`config.mk`:
```
export PLATFORM = sky130hd
export DESIGN_NAME = lfsr_rand_gen_flat
export DESIGN_NICKNAME = d
export VERILOG_FILES = /design/src/rtl/lfsr_rand_gen_if.sv /design/src/rtl/lfsr_rand_gen.sv /design/src/flat_wrapper.sv
export SDC_FILE = /design/constraint.sdc
export NUM_CORES = 1
export LEC_CHECK = 0
export CAP_MARGIN = 10
export CORE_AREA = 2 2 56 58
export DETAILED_ROUTE_END_ITERATION = 6
export DIE_AREA = 0 0 58 60
export DONT_BUFFER_PORTS = 1
export PLACE_DENSITY = 0.51
export SYNTH_ARGS = -nofsm -noshare
export SYNTH_HDL_FRONTEND = slang
export SYNTH_SLANG_ARGS = --single-unit
```
`constraint.sdc`:
```
create_clock -name clk -period 1.7 [get_ports clk]
set_input_delay 0.17 -clock clk [delete_from_list [all_inputs] [get_ports clk]]
set_output_delay 0.17 -clock clk [all_outputs]
set_load 0.01 [all_outputs]
```
`src/rtl/lfsr_rand_gen_if.sv`:
```
// Valid/ready output channel of the LFSR random-number generator.
// The master drives value/out_valid; the slave returns out_ready.
interface lfsr_rand_gen_if #(
    parameter int OUT_W = 3
);
    logic             out_valid;
    logic             out_ready;
    logic [OUT_W-1:0] value;

    modport master (
        output out_valid,
        output value,
        input  out_ready
    );

    modport slave (
        input  out_valid,
        input  value,
        output out_ready
    );
endinterface

```
`src/rtl/lfsr_rand_gen.sv`:
```
// Fibonacci LFSR drawing bounded values in [0, RANGE) by rejection sampling.
// Define LFSR_NO_REPEAT_EN to reject repeats of the last delivered value.
module lfsr_rand_gen #(
    parameter int               WIDTH     = 13,
    parameter logic [WIDTH-1:0] TAPS      = 13'h100D,
    parameter logic [WIDTH-1:0] SEED      = 13'h0CAB,
    parameter int               OUT_W     = 3,
    parameter int               RANGE     = 7,
    parameter int               MAX_TRIES = 8
) (
    input  logic             clk,
    input  logic             resetn,
    input  logic             en,
    input  logic             seed_load,
    input  logic [WIDTH-1:0] seed_in,
    lfsr_rand_gen_if.master  out_if,
    output logic [WIDTH-1:0] state_out
);

    localparam int TW = (MAX_TRIES > 1) ? $clog2(MAX_TRIES) : 1;
    localparam logic [OUT_W-1:0] RMOD  = OUT_W'(RANGE);
    localparam logic [OUT_W:0]   RLIM  = (OUT_W + 1)'(RANGE);
    localparam logic [TW-1:0]    TLAST = TW'(MAX_TRIES - 1);

    typedef enum logic {
        DRAW,
        HOLD
    } state_e;

    state_e           state_q, state_d;
    logic [WIDTH-1:0] reg_q, reg_d;
    logic             vld_q, vld_d;
    logic [OUT_W-1:0] val_q, val_d;
    logic [TW-1:0]    tries_q, tries_d;

    logic [OUT_W-1:0] cand;
    logic [OUT_W-1:0] fb_val;
    logic [WIDTH-1:0] stepped;
    logic [WIDTH-1:0] load_val;
    logic             in_rng;
    logic             rep;
    logic             accept;

    // A step landing on all-zeros would lock the LFSR, so reseed instead.
    function automatic logic [WIDTH-1:0] step(input logic [WIDTH-1:0] r);
        logic [WIDTH-1:0] n;
        n = {r[WIDTH-2:0], ^(r & TAPS)};
        return (n == '0) ? SEED : n;
    endfunction

    assign cand     = reg_q[OUT_W-1:0];
    assign stepped  = step(reg_q);
    assign load_val = (seed_in == '0) ? SEED : seed_in;
    assign in_rng   = {1'b0, cand} < RLIM;

`ifdef LFSR_NO_REPEAT_EN
    logic [OUT_W-1:0] last_q, last_d;
    logic             last_vld_q, last_vld_d;
    logic [OUT_W-1:0] f_raw;

    localparam logic [OUT_W-1:0] RMAX = OUT_W'(RANGE - 1);

    assign rep    = last_vld_q && (cand == last_q);
    assign f_raw  = in_rng ? cand : cand - RMOD;
    assign fb_val = (last_vld_q && f_raw == last_q)
                  ? ((last_q == RMAX) ? '0 : last_q + OUT_W'(1))
                  : f_raw;
`else
    assign rep    = 1'b0;
    assign fb_val = in_rng ? cand : cand - RMOD;
`endif

    assign accept = in_rng && !rep;

    always_comb begin
        state_d = state_q;
        reg_d   = reg_q;
        vld_d   = vld_q;
        val_d   = val_q;
        tries_d = tries_q;
`ifdef LFSR_NO_REPEAT_EN
        last_d     = last_q;
        last_vld_d = last_vld_q;
`endif
        if (seed_load) begin
            reg_d   = load_val;
            vld_d   = 1'b0;
            tries_d = '0;
            state_d = DRAW;
`ifdef LFSR_NO_REPEAT_EN
            last_vld_d = 1'b0;
`endif
        end else begin
            unique case (state_q)
                DRAW: begin
                    reg_d = stepped;
                    if (accept || tries_q == TLAST) begin
                        val_d   = accept ? cand : fb_val;
                        vld_d   = 1'b1;
                        tries_d = '0;
                        state_d = HOLD;
`ifdef LFSR_NO_REPEAT_EN
                        last_d     = accept ? cand : fb_val;
                        last_vld_d = 1'b1;
`endif
                    end else begin
                        tries_d = tries_q + TW'(1);
                    end
                end
                HOLD: begin
                    if (en) reg_d = stepped;
                    if (out_if.out_ready) begin
                        vld_d   = 1'b0;
                        state_d = DRAW;
                    end
                end
                default: state_d = DRAW;
            endcase
        end
    end

    always_ff @(posedge clk or negedge resetn) begin
        if (!resetn) begin
            state_q <= DRAW;
            reg_q   <= SEED;
            vld_q   <= 1'b0;
            val_q   <= '0;
            tries_q <= '0;
`ifdef LFSR_NO_REPEAT_EN
            last_q     <= '0;
            last_vld_q <= 1'b0;
`endif
        end else begin
            state_q <= state_d;
            reg_q   <= reg_d;
            vld_q   <= vld_d;
            val_q   <= val_d;
            tries_q <= tries_d;
`ifdef LFSR_NO_REPEAT_EN
            last_q     <= last_d;
            last_vld_q <= last_vld_d;
`endif
        end
    end

    assign out_if.out_valid = vld_q;
    assign out_if.value     = val_q;
    assign state_out        = reg_q;

endmodule
```
`src/flat_wrapper.sv`:
```
// flat-port wrapper written by rule: the top's interface ports become plain ports
module lfsr_rand_gen_flat 
#(
    parameter int               WIDTH     = 13,
    parameter logic [WIDTH-1:0] TAPS      = 13'h100D,
    parameter logic [WIDTH-1:0] SEED      = 13'h0CAB,
    parameter int               OUT_W     = 3,
    parameter int               RANGE     = 7,
    parameter int               MAX_TRIES = 8
)
  (clk, resetn, en, seed_load, seed_in, state_out, out_if_out_valid, out_if_value, out_if_out_ready);
  lfsr_rand_gen_if #(.OUT_W(OUT_W)) out_if_i ();
  input  logic clk;
  input  logic resetn;
  input  logic en;
  input  logic seed_load;
  input  logic [WIDTH-1:0] seed_in;
  output logic [WIDTH-1:0] state_out;
  output wire logic [$bits(out_if_i.out_valid)-1:0] out_if_out_valid;
  output wire logic [$bits(out_if_i.value)-1:0] out_if_value;
  input wire logic [$bits(out_if_i.out_ready)-1:0] out_if_out_ready;
  assign out_if_out_valid = out_if_i.out_valid;
  assign out_if_value = out_if_i.value;
  assign out_if_i.out_ready = out_if_out_ready;
  lfsr_rand_gen #(.WIDTH(WIDTH), .TAPS(TAPS), .SEED(SEED), .OUT_W(OUT_W), .RANGE(RANGE), .MAX_TRIES(MAX_TRIES)) u_core (.clk(clk), .resetn(resetn), .en(en), .seed_load(seed_load), .seed_in(seed_in), .out_if(out_if_i), .state_out(state_out));
endmodule
```
==> reports/metrics.yaml <==
htree_levels: 1
first_global_vias: 861
yosysSeqAreaShare: 0.483
core_um2: 2900
max_freq_mhz: 650
grt_max_degree: 22
synth_simple_gate_area_share: 0.150
post-route-period-util: 0.905
setup_viol: 0
drtIter0Drc: 30
rows: 20
clk_latency_ps: 310
dp_hpwl_mm: 1.87
nets: 137
vias: 867
ant_nets: 0
num_antenna_cells: 0
crit_path_frequent_cell: "ha_1"
synthMuxAreaShare: 0.0543
initial_core_util: 0.381
tns_ps: 0
synth_top_family_by_area: "compound AO/OA/AOI/OAI gates"
routabilityCongestion: 0.699
grtUsageTotal: 0.160
synth.avg_cell_area_um2: 10.2
via_per_inst: 5.86
synth.distinct_cells: 29
crit_type: "flop to flop"
fin_area_um2: 1230
cts.sinks: 21
finalHoldViolCount: 0
cap_viol_max_count: 0
globalRoute.totalOverflow: 0
synth-xor-area-share: 0.0238
path_buf_inv: 1
cp-start-kind: "flop"
drive_gt1_frac: 0.174
crit_slowest_cell: "dfrtp_1"
cp_cell_sequence: "ha_1 -> ha_1 -> nand4b_1 -> buf_4 -> nor3b_2 -> a21oi_1 -> nor2_1"
io_pins: 35
syn_inst: 108
power.density_nw_per_um2: 1080
dieWidth_um: 58
cts-root-buf: "clkbuf_4"
rsz0062_at_grt: "no"
wl_per_cell_um: 17.3
report.final.slew_viol_count: 0
path_max_fanout: 6
synth_nets: 129
clock_skew_ps: 2.79
grt_first_pass_wirelength_mm: 4.13
synth_compound_area_frac: 0.207
end_kind: "flop"
cts_tree: "done"
syn2layout_area_growth_pct: 11.1
hp-class: "input port to flop"
cp_top_family: "simple AND/OR/NAND/NOR gates"
place_area_um2: 1140
outcome: "completed"
timing.hold.ws_ps: 25.2
worstMarginPinSlew_ps: 940
min_period_ps: 1540
leakage_nw: 0.525
yosys.area_share.adder: 0.0339
yosys_warnings: 0
dieArea_um2: 3480
clock_path_buffers: 2
port_buffers: 0
clk_pin_slew_ps: 120
ir_drop_uv: 638
syn_area_um2: 1110
slew_headroom: 0.371
routed_wl_mm: 2.56
drc: 0
worstPathRequired_ps: 1950
cts_made_buffers: 3
synth-seq-cells: 21
crit_arrival_ps: 1790
critical_path.max_stage_delay_ps: 420
dieHeight_um: 60
antenna_found_initial: 0
dr.pass1.iters: 4
[per-layer routing]
metal | global-route usage | share of wire | up-vias
li1 | - | - | 409
met2 | 0.266 | 0.50 | 28
met4 | 0.0698 | 0.011 | 0
met3 | 0.0433 | 0.071 | 6
met5 | 0 | 0 | -
met1 | 0.194 | 0.42 | 424
[power by group]
group | leakage [nW] | total [mW] | switching, mW | internal [mW]
clock | 0.0150 | 0.246 | 0.155 | 0.0916
sequential | 0.245 | 0.777 | 0.157 | 0.619
combinational | 0.264 | 0.310 | 0.162 | 0.148
[layout by cell type (no fill, tap or decap), drive strengths merged, types with 3 or more instances in the layout]
| master | n |
|---|---|
| dfrtp | 14 |
| nand2 | 12 |
| o21ai | 9 |
| o22ai | 7 |
| dfstp | 7 |
| nor2 | 6 |
| o21ba | 6 |
| mux2i | 6 |
| nor4 | 5 |
| a21oi | 5 |
| buf | 5 |
| dlygate4sd3 | 4 |
| clkbuf | 4 |
| nor3b | 3 |
| nor3 | 3 |
| ha | 3 |
| inv | 3 |
[worst reg2reg max path, delay by kind of cell (launching register included)]
kind	cells	cell delay, ps
flip-flops	1	420
adder cells (fa/ha/maj)	2	410
buffers and inverters	1	180
AO/OA/AOI/OAI	1	60
AND/OR/NAND/NOR	3	420
[per-stage QoR]
stage / power [mW] / cells / setup WS, ps / utilization
2_1_floorplan: 1.01 / 108 / 273 / -
3_3_place_gp: 1.06 / 139 / 118 / 0.391
3_5_place_dp: 1.07 / 139 / 119 / 0.391
4_1_cts: 1.33 / 146 / 87.4 / 0.411
5_1_grt: 1.43 / 148 / 6.29 / 0.423
6_report: 1.33 / 148 / 161 / 0.423
[state kept, by name, indices dropped and copies added (netlist names)]
register                 flops
u_core.out_if.out_valid      1
u_core.out_if.value          3
u_core.state_out            13
u_core.state_q               1
u_core.tries_q               3
[logic make-up (layout without fill, tap and decap cells)]
kind of cell | count (synthesis) | in the layout
AO/OA/AOI/OAI | 33 | 33
AND/OR/NAND/NOR | 33 | 33
flip-flops | 21 | 21
buffers and inverters | 9 | 16
multiplexers | 6 | 6
adder cells (fa/ha/maj) | 3 | 3
XOR/XNOR | 3 | 3
[layout make-up]
cell class,instances,area (um^2)
Clock buffer,4,26.3
Inverter,3,11.3
Sequential cell,21,534
Tap cell,33,41.3
Multi-Input combinational cell,78,538
Timing Repair Buffer,9,77.6
Fill cell,300,1670
[path summary, 6_finish.rpt]
kind	startpoint	to	slack [ps]	cells after the start
setup / recovery	u_core.tries_q[0]	u_core.tries_q[1]	160	7
setup reg to reg	u_core.tries_q[0]	u_core.tries_q[1]	160	7
hold / removal	out_if_out_ready	u_core.out_if.out_valid	30	2
min in group asynchronous	resetn	u_core.out_if.value[0]	440	1
max in group asynchronous	resetn	u_core.state_out[8]	690	1
hold reg to reg	u_core.tries_q[2]	u_core.tries_q[2]	540	2
[synth_stat cells, drive strengths merged]
cell     count  area share
a211oi       1      0.0068
dfrtp       14        0.32
inv          3       0.010
nand2       12       0.041
nand2b       1      0.0057
o21bai       1      0.0068
nor2         6       0.020
a41o         1      0.0091
xnor2        2       0.016
buf          5       0.034
nand3        2      0.0091
o2bb2ai      2       0.016
xor2         1      0.0079
dfstp        7        0.17
a21oi        5       0.023
o21ba        6       0.054
o22ai        7       0.040
mux2i        6       0.054
nor3b        3       0.025
o211ai       1       0.011
nor3         3       0.014
nor4         5       0.028
o21ai        9       0.041
clkbuf       1      0.0034
ha           3       0.034
nand4b       1      0.0079
[repair_timing]
item / 4_1_cts / 5_1_grt
endpoints found under the setup margin: 0 / 4
hold buffers: 3 / 1
buffers inserted: 0 / 1
endpoints found under the hold margin: 26 / 1
gates resized for setup: 0 / 3
Note: power is estimated with default switching activity, not from simulation.
